--- config.mk ---
export PLATFORM = sky130hd
export DESIGN_NAME = systolic_skewer
export DESIGN_NICKNAME = d
export VERILOG_FILES = /design/src/rtl/skewer_pkg.sv /design/src/rtl/skew_lane.sv /design/src/rtl/systolic_skewer.sv
export SDC_FILE = /design/constraint.sdc
export NUM_CORES = 1
export LEC_CHECK = 0
export ABC_AREA = 1
export BUFFER_PORTS_ARGS = -buffer_cell sky130_fd_sc_hd__buf_2
export CAP_MARGIN = 10
export CORE_MARGIN = 2
export CORE_UTILIZATION = 40
export CTS_CLUSTER_SIZE = 14
export DETAILED_ROUTE_END_ITERATION = 8
export HOLD_SLACK_MARGIN = 0.03
export MAX_ROUTING_LAYER = met4
export PLACE_DENSITY = 0.65
export SETUP_SLACK_MARGIN = 0.1
export SLEW_MARGIN = 20
export SYNTH_ARGS = -nofsm -noshare
export SYNTH_HDL_FRONTEND = slang
export SYNTH_SLANG_ARGS = --single-unit
--- constraint.sdc ---
create_clock -name clk -period 3.3 [get_ports clk]
set_clock_uncertainty 0.15 [all_clocks]
set_input_delay 0.165 -clock clk [delete_from_list [all_inputs] [get_ports clk]]
set_output_delay 0.165 -clock clk [all_outputs]
set_load 0.005 [all_outputs]
--- src/rtl/skewer_pkg.sv ---
// ---------------------------------------------------------------------------
// skewer_pkg
// Shared definitions for the systolic skew/deskew block.
//   skew_state_e : sequencing FSM state encoding (IDLE / STREAM / DRAIN)
//   lane_delay() : per-lane delay in advance cycles, usable in constant
//                  expressions when sizing the per-lane shift registers.
// ---------------------------------------------------------------------------
package skewer_pkg;

    typedef enum logic [1:0] {
        ST_IDLE   = 2'd0,
        ST_STREAM = 2'd1,
        ST_DRAIN  = 2'd2
    } skew_state_e;

    // Skew side delays lane i by i stages, so lane 0 leads. The deskew side
    // undoes that by delaying lane i by the complementary amount.
    function automatic int lane_delay(input int lane,
                                      input int num_lanes,
                                      input int base_delay,
                                      input int deskew);
        if (deskew != 0) begin
            return base_delay + (num_lanes - 1 - lane);
        end
        return base_delay + lane;
    endfunction

endpackage

--- src/rtl/skew_lane.sv ---
// ---------------------------------------------------------------------------
// skew_lane
// One lane of the skewer: a DEPTH-stage shift register carrying a valid bit
// alongside each data word. DEPTH = 0 degenerates to a wire.
//
// Build option: SYSTOLIC_SKEWER_ZERO_FILL_EN
//   defined   - data_o is forced to 0 whenever valid_o is 0.
//   undefined - data behind a bubble is left stale; bubble stages do not
//               write their data register.
//
// Ports
//   clk_i    : clock, rising edge
//   rst_i    : synchronous active-high reset, clears valid and data
//   en_i     : advance enable; all stages hold when low
//   valid_i  : word on data_i enters the lane on this advance
//   data_i   : lane input word
//   valid_o  : word on data_o is valid
//   data_o   : lane output word
//   busy_o   : at least one stage holds a valid word
// ---------------------------------------------------------------------------
module skew_lane #(
    parameter int DEPTH     = 1,
    parameter int DATA_SIZE = 32
) (
    input  logic                 clk_i,
    input  logic                 rst_i,
    input  logic                 en_i,
    input  logic                 valid_i,
    input  logic [DATA_SIZE-1:0] data_i,
    output logic                 valid_o,
    output logic [DATA_SIZE-1:0] data_o,
    output logic                 busy_o
);

    generate
        if (DEPTH == 0) begin : g_thru
            // No storage: clock, reset and enable have no function here.
            logic unused_seq;
            assign unused_seq = ^{clk_i, rst_i, en_i};

            assign valid_o = valid_i;
            assign busy_o  = 1'b0;
`ifdef SYSTOLIC_SKEWER_ZERO_FILL_EN
            assign data_o  = valid_i ? data_i : '0;
`else
            assign data_o  = data_i;
`endif
        end else begin : g_sr
            logic [DEPTH-1:0]     vld_q;
            logic [DATA_SIZE-1:0] dat_q [DEPTH];

            always_ff @(posedge clk_i) begin
                if (rst_i) begin
                    vld_q <= '0;
                    for (int j = 0; j < DEPTH; j++) begin
                        dat_q[j] <= '0;
                    end
                end else if (en_i) begin
                    vld_q[0] <= valid_i;
                    for (int j = 1; j < DEPTH; j++) begin
                        vld_q[j] <= vld_q[j-1];
                    end
`ifdef SYSTOLIC_SKEWER_ZERO_FILL_EN
                    dat_q[0] <= data_i;
                    for (int j = 1; j < DEPTH; j++) begin
                        dat_q[j] <= dat_q[j-1];
                    end
`else
                    // Only a valid word is worth moving; a bubble leaves the
                    // downstream data register untouched.
                    if (valid_i) begin
                        dat_q[0] <= data_i;
                    end
                    for (int j = 1; j < DEPTH; j++) begin
                        if (vld_q[j-1]) begin
                            dat_q[j] <= dat_q[j-1];
                        end
                    end
`endif
                end
            end

            assign valid_o = vld_q[DEPTH-1];
            assign busy_o  = |vld_q;
`ifdef SYSTOLIC_SKEWER_ZERO_FILL_EN
            assign data_o  = vld_q[DEPTH-1] ? dat_q[DEPTH-1] : '0;
`else
            assign data_o  = dat_q[DEPTH-1];
`endif
        end
    endgenerate

endmodule

--- src/rtl/systolic_skewer.sv ---
// ---------------------------------------------------------------------------
// systolic_skewer
// Staggers (DESKEW=0) or re-aligns (DESKEW=1) a NUM_LANES-wide word stream
// for a systolic array. Lane i is delayed by lane_delay(i) advance cycles; an
// advance cycle is any cycle with out_ready high. A small FSM tracks the
// block framing so that after the last beat the input is closed until every
// lane has emptied, then drain_done pulses.
//
// Build option: SYSTOLIC_SKEWER_ZERO_FILL_EN
//   defined   - out_data[i] reads 0 whenever out_valid[i] is 0.
//   undefined - out_data[i] is don't-care while out_valid[i] is 0.
//
// Ports
//   clk        : clock, rising edge
//   reset      : synchronous active-high reset
//   in_valid   : beat offered on in_data
//   in_ready   : beat taken this cycle when in_valid is also high
//   in_last    : the accepted beat closes the block
//   in_data    : one word per lane
//   out_ready  : downstream can take data; global advance enable
//   out_valid  : per-lane valid of out_data
//   out_data   : skewed / deskewed words
//   busy       : block open, draining, or any lane holding valid data
//   drain_done : one-cycle pulse after the last beat has left every lane
//
// FSM
//   state     | meaning
//   ----------+-------------------------------------------------------------
//   ST_IDLE   | no block open; waiting for the first beat
//   ST_STREAM | block open, beats being accepted
//   ST_DRAIN  | last beat taken; input closed while lanes empty out
// ---------------------------------------------------------------------------
module systolic_skewer
    import skewer_pkg::*;
#(
    parameter int NUM_LANES  = 4,
    parameter int DATA_SIZE  = 32,
    parameter int BASE_DELAY = 0,
    parameter int DESKEW     = 0
) (
    input  logic                                clk,
    input  logic                                reset,
    input  logic                                in_valid,
    output logic                                in_ready,
    input  logic                                in_last,
    input  logic [NUM_LANES-1:0][DATA_SIZE-1:0] in_data,
    input  logic                                out_ready,
    output logic [NUM_LANES-1:0]                out_valid,
    output logic [NUM_LANES-1:0][DATA_SIZE-1:0] out_data,
    output logic                                busy,
    output logic                                drain_done
);

    localparam int D_MAX = BASE_DELAY + NUM_LANES - 1;
    localparam int CNT_W = (D_MAX < 1) ? 1 : $clog2(D_MAX + 1);

    skew_state_e      state_q, state_d;
    logic [CNT_W-1:0] cnt_q, cnt_d;
    logic             done_q, done_d;
    logic             accept;

    logic [NUM_LANES-1:0]                lane_valid;
    logic [NUM_LANES-1:0]                lane_busy;
    logic [NUM_LANES-1:0][DATA_SIZE-1:0] lane_data;

    assign in_ready = out_ready && (state_q != ST_DRAIN);
    // A beat presented in a reset cycle must not reach the pass-through lanes.
    assign accept   = in_valid && in_ready && !reset;

    always_comb begin
        state_d = state_q;
        cnt_d   = cnt_q;
        done_d  = 1'b0;
        if (out_ready) begin
            unique case (state_q)
                ST_IDLE, ST_STREAM: begin
                    if (accept) begin
                        if (in_last) begin
                            if (D_MAX == 0) begin
                                // Nothing is stored anywhere; the block is
                                // already out.
                                state_d = ST_IDLE;
                                done_d  = 1'b1;
                            end else begin
                                state_d = ST_DRAIN;
                                cnt_d   = CNT_W'(D_MAX);
                            end
                        end else begin
                            state_d = ST_STREAM;
                        end
                    end
                end
                ST_DRAIN: begin
                    cnt_d = cnt_q - CNT_W'(1);
                    if (cnt_q <= CNT_W'(1)) begin
                        state_d = ST_IDLE;
                        cnt_d   = '0;
                        done_d  = 1'b1;
                    end
                end
                default: begin
                    state_d = ST_IDLE;
                    cnt_d   = '0;
                end
            endcase
        end
    end

    always_ff @(posedge clk) begin
        if (reset) begin
            state_q <= ST_IDLE;
            cnt_q   <= '0;
            done_q  <= 1'b0;
        end else begin
            state_q <= state_d;
            cnt_q   <= cnt_d;
            done_q  <= done_d;
        end
    end

    generate
        for (genvar gi = 0; gi < NUM_LANES; gi++) begin : g_lane
            localparam int LD = lane_delay(gi, NUM_LANES, BASE_DELAY, DESKEW);

            skew_lane #(
                .DEPTH     (LD),
                .DATA_SIZE (DATA_SIZE)
            ) u_lane (
                .clk_i   (clk),
                .rst_i   (reset),
                .en_i    (out_ready),
                .valid_i (accept),
                .data_i  (in_data[gi]),
                .valid_o (lane_valid[gi]),
                .data_o  (lane_data[gi]),
                .busy_o  (lane_busy[gi])
            );
        end
    endgenerate

    // Outputs read as idle during the reset cycle itself, not only after it.
    assign out_valid  = reset ? '0 : lane_valid;
    assign out_data   = reset ? '0 : lane_data;
    assign busy       = !reset && ((state_q != ST_IDLE) || (|lane_busy));
    assign drain_done = !reset && done_q;

endmodule

==> run metrics, run 1 <==
IO Pins=268; Leakage=6.62 nW; Crit. End Element=flop; DP HPWL=11900 um; period utilization=71.7%; Arrival @ worst endpoint=2370 ps; outcome=complete, no violations; post-CTS setup buffers=0; Peak supply drop=0.326 mV; register bit total from synthesis=200; max cap viols=0; non-filler cells, final=1586; DR vias/cell=4.12; # H-tree levels=4; GRT Total Usage=17.1%; Final #Nets=1426; global route overflow=0; syn_area_per_cell=9.39 um^2; row count=54; largest net degree at the start of global routing=99; Initial Utilization=40.5%; Setup Crit Path Kind=flop to flop; CP Max Fanout=64; register area share after synthesis=67.5%; vias=6538; share of cells above drive strength 1=24.0%; setup_tns=0 ps; critical path launch point type=flop; Syn Inst Count=935; Inserted Diodes=0; initial antenna violation count=0; DIE HEIGHT=152 um; wire per inst=11.9 um; Num CTS Buffers=17; Worst Tran Pin Value=961 ps; Die ar.=23100 um^2; Pwr Density=477 nW/um^2; Tot Pwr=5.71 mW; routability cong.=0.797; number of global-route vias before repair=6404; RSZ-0062 raised after global routing=no; Yosys warnings=0; global-route wire length before repair=30700 um; Layout area overhead=36.5%; Final Max Slew Viols=0; Hold WC Path Type=input pin to flop; # setup viols final=0; WHS=51.6 ps; Total Routed Length=18800 um; syn_nets=1068; DP Cell Count=1457; Fin. Hold Viols=0; ANT nets after route=0; CTS tree=yes; Clock transition at path regs=80 ps; final worst slack=932 ps; Pre-antenna DRT Iters=4; deepest clock path buffer count=2; clock sinks=200; Slew headroom=36.0%; Worst EP required=3310 ps; Post-Synthesis Cell Area=8780 um^2; Clock Latency Late Sink=420 ps; die width=152 um; clk root buf=clkbuf_16; Cell variety after synth=20; core area=21700 um^2; Initial DRC Count=402; Final Critical Period=2370 ps; DRC errors left=0; Setup Slack @ Placement=819 ps; FMAX=422 MHz; Port-buffer cells=267
==> cell usage after synthesis (all sizes together) <==
cell    number  area [um^2]
inv        335         1260
a21oi        4         31.3
edfxtp     192         5770
buf         19          110
nand3        7         45.0
nand2      116          435
nor2       233          882
clkbuf      16         60.1
nand4        1         6.26
nor4         1         6.26
and3         1         6.26
dfxtp        8          160
o21ai        2         10.0
==> final timing paths <==
| path | from | end | slack [ps] | cells past startpoint |
|---|---|---|---|---|
| max | state_q[1] | g_lane[2].u_lane.g_sr.dat_q[0][21] | 930 | 7 |
| min | out_ready | g_lane[3].u_lane.g_sr.vld_q[2] | 50 | 3 |
| max reg2reg | state_q[1] | g_lane[2].u_lane.g_sr.dat_q[0][21] | 930 | 7 |
| min reg2reg | cnt_q[0] | cnt_q[0] | 340 | 2 |
==> where the power goes <==
part,switching (mW),internal (mW),total (mW)
combinational,0.314,0.258,0.572
sequential,0.0384,2.95,2.99
clock,0.995,1.15,2.15
total,1.35,4.36,5.71
==> routing by layer <==
layer	vias up	GRT usage, %	wire length, um	part of all wire, %
met5	-	-	0	0
met4	0	7.25	592	3.1
met3	44	3.48	946	5.0
met2	210	29.8	9680	51
met1	2903	19.3	7610	40
li1	3381	-	-	-
==> critical path: stages (launching register included) <==
cell,delay (ps)
dfxtp_1,430
nand2_1,130
nand3_2,120
buf_4,370
inv_2,90
a21oi_4,110
buf_4,520
nor2_1,110
==> state kept, by name (all words and copies together) (netlist names) <==
| register | cells |
|---|---|
| g_lane.u_lane.g_sr.dat_q | 192 |
| g_lane.u_lane.g_sr.vld_q | 3 |
| state_q | 2 |
| cnt_q | 2 |
| done_q | 1 |
==> repair_timing <==
action | in CTS | in global routing
hold endpoints to repair | 99 | 0
hold buffers | 97 | 0
resized for setup | 0 | 0
==> cell families after synthesis <==
| family | synth area share [%] |
|---|---|
| buffers and inverters | 16.3 |
| DFF | 67.5 |
| and+or+nand+nor | 15.7 |
| AOI/OAI and AO/OA | 0.470 |
==> area by class of cell <==
type	instances	area, um^2
clock buffer	17	425
clock inverter	15	189
sequential	200	5930
fill	1897	9710
inverter	335	1260
timing repair buffer	374	2400
multi-input combinational	365	1440
tap	280	350
==> placed cells by master, fill, tap and decap left out, types with 3 or more instances in the layout <==
cell | synthesis | final
a21oi_1 | 3 | 3
dlygate4sd3_1 | 0 | 97
edfxtp_1 | 192 | 192
nor2_1 | 232 | 232
buf_2 | 13 | 266
dfxtp_1 | 8 | 8
inv_1 | 334 | 334
inv_8 | 0 | 4
buf_4 | 4 | 10
nand2_1 | 116 | 115
clkbuf_16 | 0 | 17
nand3_1 | 5 | 5
==> metrics by stage <==
step	area [um^2]	util (%)
2_1_floorplan	8780	-
3_3_place_gp	10400	47.9
3_5_place_dp	10400	47.9
4_1_cts	12000	55.2
5_1_grt	12000	55.2
6_report	12000	55.2
No activity file was read; power rests on OpenSTA's default activity.
==> inputs of run 2 (changes only) <==
Clock period 3.3 ns to 1.9 ns, I/O delays scaled along.
==> run 2 against run 1 <==
Compared with the run above: combinational power rose by 91%; hold slack improved by 86 ps; die area unchanged; final cell count is 0.57% higher; power is 82% higher; non-clock buffer count rose by 9.
==> run metrics, run 2 (synthesis results as in run 1) <==
outcome=complete, no violations; DIE HEIGHT=152 um (unchanged); DRC errors left=0 (unchanged); clk root buf=clkbuf_16; Tot Pwr=10.4 mW (+82%); share of cells above drive strength 1=24.6% (+0.60 points); CTS tree=yes; WHS=137 ps (+85.6 ps); Inserted Diodes=0 (unchanged); GRT Total Usage=17.4% (+0.28 points); Arrival @ worst endpoint=1460 ps (-910 ps); Fin. Hold Viols=0 (unchanged); global route overflow=0 (unchanged); Leakage=6.78 nW (+2.4%); # H-tree levels=4 (unchanged); DP HPWL=12300 um (+3.4%); global-route wire length before repair=31100 um (+1.2%); wire per inst=12.2 um (+2.5%); row count=54 (unchanged); DP Area=10600 um^2 (+1.8%); deepest clock path buffer count=2 (unchanged); Worst EP required=1650 ps (-1660 ps); DR vias/cell=4.08 (-0.94%); Hold WC Path Type=input pin to flop; setup_tns=0 ps (unchanged); Slew headroom=73.3% (+37 points); Initial Utilization=40.5% (unchanged); Pre-antenna DRT Iters=4 (unchanged); initial antenna violation count=0 (unchanged); ANT nets after route=0 (unchanged); CP Max Fanout=5 (-92%); most frequent cells in the layout=334 x inv_1, 266 x buf_2, 232 x nor2_1; Setup Slack @ Placement=92.1 ps (-726 ps); Initial DRC Count=353 (-12%); R2R depth=8 (+1); number of global-route vias before repair=6409 (+0.078%); commonest non-fill, non-tap cell in the layout=inv_1; Port-buffer cells=267 (unchanged); Clock transition at path regs=70 ps (about the same); Pwr Density=841 nW/um^2 (+76%); RR Startpoint=state_q[0]; Clock Latency Late Sink=420 ps (about the same); HP Start=reset; routability cong.=0.816 (+2.4%); Setup Crit Path Kind=flop to primary output; IO Pins=268 (unchanged); critical path launch point type=flop; RSZ-0062 raised after global routing=no; vias=6513 (-0.38%); FMAX=585 MHz; final worst slack=191 ps (-742 ps); Crit. End Element=primary output; Worst Setup EP=out_valid[0]; max cap viols=0 (unchanged); Final Max Slew Viols=0 (unchanged); Num CTS Buffers=17 (unchanged); reg-to-reg slack, setup=190 ps (-740 ps); worst flop-to-flop path endpoint=g_lane[2].u_lane.g_sr.dat_q[0][37]; core area=21700 um^2 (unchanged); die width=152 um (unchanged); largest registers=g_lane.u_lane.g_sr.dat_q: 192 flops, g_lane.u_lane.g_sr.vld_q: 3 flops; Worst Tran Pin Value=400 ps (-561 ps); clock sinks=200 (unchanged); Final #Nets=1435 (+0.63%); Die ar.=23100 um^2 (unchanged); largest net degree at the start of global routing=84 (-15%); Final Critical Period=1710 ps; Peak supply drop=0.587 mV (+80%); Setup crit start=state_q[0]; Reg with most FFs=g_lane.u_lane.g_sr.dat_q; Largest register FFs=192 (unchanged); # setup viols final=0 (unchanged); Total Routed Length=19400 um (+3.1%); fin area=12400 um^2 (+3.1%); period utilization=90.0%; Layout area overhead=40.8%
[run 2: worst min path at each step]
stage / end / cells past startpoint
6_report: g_lane[3].u_lane.g_sr.vld_q[0] / 5
2_1_floorplan: out_data[0] / 2
3_3_place_gp: g_lane[3].u_lane.g_sr.dat_q[0][17] / 3
3_5_place_dp: g_lane[3].u_lane.g_sr.dat_q[0][3] / 3
4_1_cts: g_lane[3].u_lane.g_sr.vld_q[0] / 4
5_1_grt: g_lane[3].u_lane.g_sr.vld_q[0] / 5
[run 2: critical path: stages (launching register included)]
cell     delay, ps
dfxtp_1        340
inv_1           80
nand2_1        150
nand3_4        180
inv_2          140
buf_2          150
[run 2: repair_timing]
item / CTS / global route
resized for setup: 1 / 3
gates cloned: 0 / 2
endpoints found under the hold margin: 104 / 1
hold buffers: 98 / 1
buffers inserted: 0 / 1
pin swaps: 0 / 0
endpoints found under the setup margin: 1 / 71
[run 2: stage by stage]
| step | utilization, % | instances |
|---|---|---|
| global route | 57.0 | 1595 |
| floorplan | - | 935 |
| CTS | 56.5 | 1591 |
| finish | 57.0 | 1595 |
| detailed placement | 48.8 | 1461 |
| global placement | 48.8 | 1461 |
[run 2: area by class of cell]
type	count	area [um^2]
fillers	1832	9340
flip-flops and latches	200	5930
repair buffers	383	2680
multi-input cells	365	1460
inverters	335	1260
clock buffers	17	425
well taps	280	350
clock inverters	15	262
[run 2: per-layer routing]
| layer | wire (um) | vias to the layer above | track usage (%) |
|---|---|---|---|
| li1 | - | 3398 | - |
| met1 | 7650 | 2850 | 19.2 |
| met2 | 9900 | 214 | 29.7 |
| met3 | 955 | 51 | 3.39 |
| met4 | 903 | 0 | 9.70 |
| met5 | 0 | - | - |
[run 2: report_power, final]
part	switching, mW	internal (mW)	total, mW
Combinational	0.574	0.514	1.09
Sequential	0.0652	5.12	5.19
Clock	1.71	2.41	4.11
Total	2.35	8.04	10.4
==> inputs of run 3 (changes only) <==
Settings changed: PLACE_DENSITY 0.65 to 0.64, SYNTH_HIERARCHICAL set to 1.
Clock period 1.9 ns to 1.45 ns, I/O delays scaled along.
==> run 3 against run 2 <==
Compared with the run above: sequential share of layout area shrank 8.7 points; highest routed layer unchanged; clock-buffer cell count grew 8; synthesized cell count grew 14%; sequential power grew 30%; design area grew 23%; wire length grew 23%; flip-flop and latch count grew 3; largest cell class unchanged; largest power group unchanged; the flow now finishes with violations (negative hold slack, negative setup slack).
==> run metrics, run 3 <==
FMAX=508 MHz; EDFF count, synth=192 (unchanged); DIE HEIGHT=163 um (+7.4%); # H-tree levels=1 (-3); core area=25000 um^2 (+15%); Clock Latency Late Sink=510 ps (+90 ps); worst flop-to-flop path endpoint=g_lane[3].u_lane/g_sr.dat_q[0][32]; Peak supply drop=1.08 mV (+84%); non-filler cells, final=1777 (+11%); hold path depth=5 (unchanged); asr flop ratio synth=0% (unchanged); Slew headroom=47.9% (-25 points); final worst slack=-517 ps (-707 ps); Layout area overhead=49.9%; Final #Nets=1565 (+9.1%); HP Start=reset; Area contributors post-synth=edfxtp_1 57%, inv_1 13%, nor2_1 11%; register area share after synthesis=58.9% (-8.6 points); WHS=-136 ps (-273 ps); critical path launch point type=flop; Initial DRC Count=244 (-31%); Fin. Hold Viols=3 (+3); largest net degree at the start of global routing=83 (-1.2%); register bit total from synthesis=203 (+1.5%); Port-buffer cells=267 (unchanged); DP HPWL=13400 um (+8.8%); Cell variety after synth=24 (+20%); outcome=finished, violations left; most frequent cells in the layout=325 x inv_1, 263 x buf_2, 192 x edfxtp_1; Total Routed Length=23900 um (+23%); row count=58 (+7.4%); number of global-route vias before repair=7206 (+12%); Initial Utilization=40.6% (+0.14 points); die width=163 um (+7.4%); DP Area=11500 um^2 (+8.2%); syn_nets=1201 (+12%); Die ar.=26700 um^2 (+15%); initial antenna violation count=1 (+1); DP Cell Count=1570 (+7.5%); IO Pins=268 (unchanged); Post-Synthesis Cell Area=10200 um^2 (+16%); largest area contributor in the netlist=edfxtp_1; Pwr Density=905 nW/um^2 (+7.6%); deepest clock path buffer count=3 (+1); Reg with most FFs=g_lane.u_lane/g_sr.dat_q; Syn Inst Count=1068 (+14%); largest registers=g_lane.u_lane/g_sr.dat_q: 192 flops, g_lane.u_lane/g_sr.vld_q: 5 flops; RR Startpoint=state_q[0]; top-count cell post-synth=inv_1; Num CTS Buffers=22 (+5); commonest non-fill, non-tap cell in the layout=inv_1; Synth top area share=56.7% (-9.0 points); wire per inst=13.4 um (+10%); Multi-input gate area=2870 um^2 (+97%); DRC errors left=0 (unchanged); Register Area=5990 um^2 (+1.1%); global route overflow=0 (unchanged); ANT nets after route=0 (unchanged); failing checks=negative hold slack, negative setup slack; Final Max Slew Viols=0 (unchanged); Largest register FFs=192 (unchanged); vias=7466 (+15%); syn_area_per_cell=9.52 um^2 (+1.4%); global-route wire length before repair=35900 um (+15%); Worst Tran Pin Value=781 ps (+381 ps); routability cong.=0.784 (-4.0%); clk root buf=clkbuf_16; period utilization=136%; Post-synth top flop=edfxtp_1; Setup Crit Path Kind=flop to primary output; CTS tree=yes; Tot Pwr=13.8 mW (+33%); Final Critical Period=1970 ps; reg-to-reg slack, setup=-290 ps (-480 ps); Setup Slack @ Placement=-195 ps (-287 ps); clock sinks=203 (+1.5%); # fillers=1935 (+5.6%); WHS Endpoint=state_q[1]; final core occ=60.9% (+3.9 points); GRT Total Usage=17.8% (+0.39 points); Clock transition at path regs=60 ps (about the same); CP Max Fanout=3 (-2); Hold WC Path Type=input pin to flop; Arrival @ worst endpoint=1740 ps (+280 ps); max cap viols=0 (unchanged); R2R depth=11 (+3); # setup viols final=323 (+323); Crit. End Element=primary output; Pre-antenna DRT Iters=4 (unchanged); DR vias/cell=4.20 (+2.9%); Yosys warnings=6 (+6); Leakage=7.16 nW (+5.7%); share of cells above drive strength 1=45.1% (+20 points); fin area=15200 um^2 (+23%); RSZ-0062 raised after global routing=yes; Worst EP required=1230 ps (-420 ps); Synth top cells by count=342 x inv_1, 287 x nor2_1, 192 x edfxtp_1
run 3: cell types whose count changed after synthesis, moves of 16 or more:
cell,before,now
nand2_1,116,25
nor2_1,232,287
nor2_4,1,40
clkbuf_1,16,0
buf_4,4,99
run 3: final cells by class:
cell class | count | share of cell area, %
Antenna cell | 1 | 0.0164
Clock buffer | 25 | 3.83
Clock inverter | 13 | 0.608
Inverter | 342 | 8.50
Multi-Input combinational cell | 398 | 18.8
Sequential cell | 203 | 39.3
Tap cell | 330 | 2.71
Timing Repair Buffer | 465 | 26.2
run 3: per-stage QoR:
stage	setup TNS (ps)	hold slack, ps
detailed placement	-35970	221
floorplan	-17650	-8.43
finish	-56960	-136
global route	-74570	-143
CTS	-50930	-139
global placement	-33010	215
run 3: how the worst max path moves through the flow:
stage | from | end | slack, ps | cells after the start
final | g_lane[3].u_lane/g_sr.vld_q[1] | busy | -520 | 6
after global routing | g_lane[3].u_lane/g_sr.vld_q[2] | busy | -620 | 6
after CTS | g_lane[3].u_lane/g_sr.vld_q[2] | busy | -550 | 6
after detailed placement | reset | g_lane[3].u_lane/g_sr.dat_q[0][8] | -190 | 9
after global placement | reset | g_lane[2].u_lane/g_sr.dat_q[0][25] | -180 | 8
after floorplan | state_q[0] | g_lane[3].u_lane/g_sr.dat_q[0][47] | -170 | 10
run 3: critical path, stage by stage, from the launching register on:
cell	delay [ps]
dfxtp_2	330
or3_1	340
nor2_1	110
nand3_1	80
o31ai_1	200
inv_1	50
buf_2	130
run 3: layer usage:
metal	GRT usage [%]	part of all wire, %	vias to the layer above
li1	-	-	3728
met4	5.47	2.4	0
met5	-	0	-
met1	19.1	37	3474
met2	33.6	55	223
met3	2.72	5.6	41
run 3: cells by family (layout without fill, tap and decap cells):
group / count (synthesis) / after routing / synth area share (%)
AO/OA/AOI/OAI: 12 / 12 / 0.615
buffers and inverters: 475 / 845 / 22.8
flip-flops: 203 / 203 / 58.9
other: 1 / 2 / 0.0369
AND/OR/NAND/NOR: 377 / 385 / 17.6
run 3: where the power goes:
part           internal [mW]  switching [mW]
clock network           3.05            2.22
registers               6.67          0.0752
logic                  0.860           0.913
run 3: what timing repair did:
| item | CTS | global route |
|---|---|---|
| pin swaps | 2 | 11 |
| gates resized for setup | 168 | 157 |
| endpoints found under the hold margin | 107 | 6 |
| setup buffers | 41 | 9 |
| cloned | 32 | 0 |
| setup endpoints to repair | 354 | 487 |
| hold buffers | 99 | 1 |
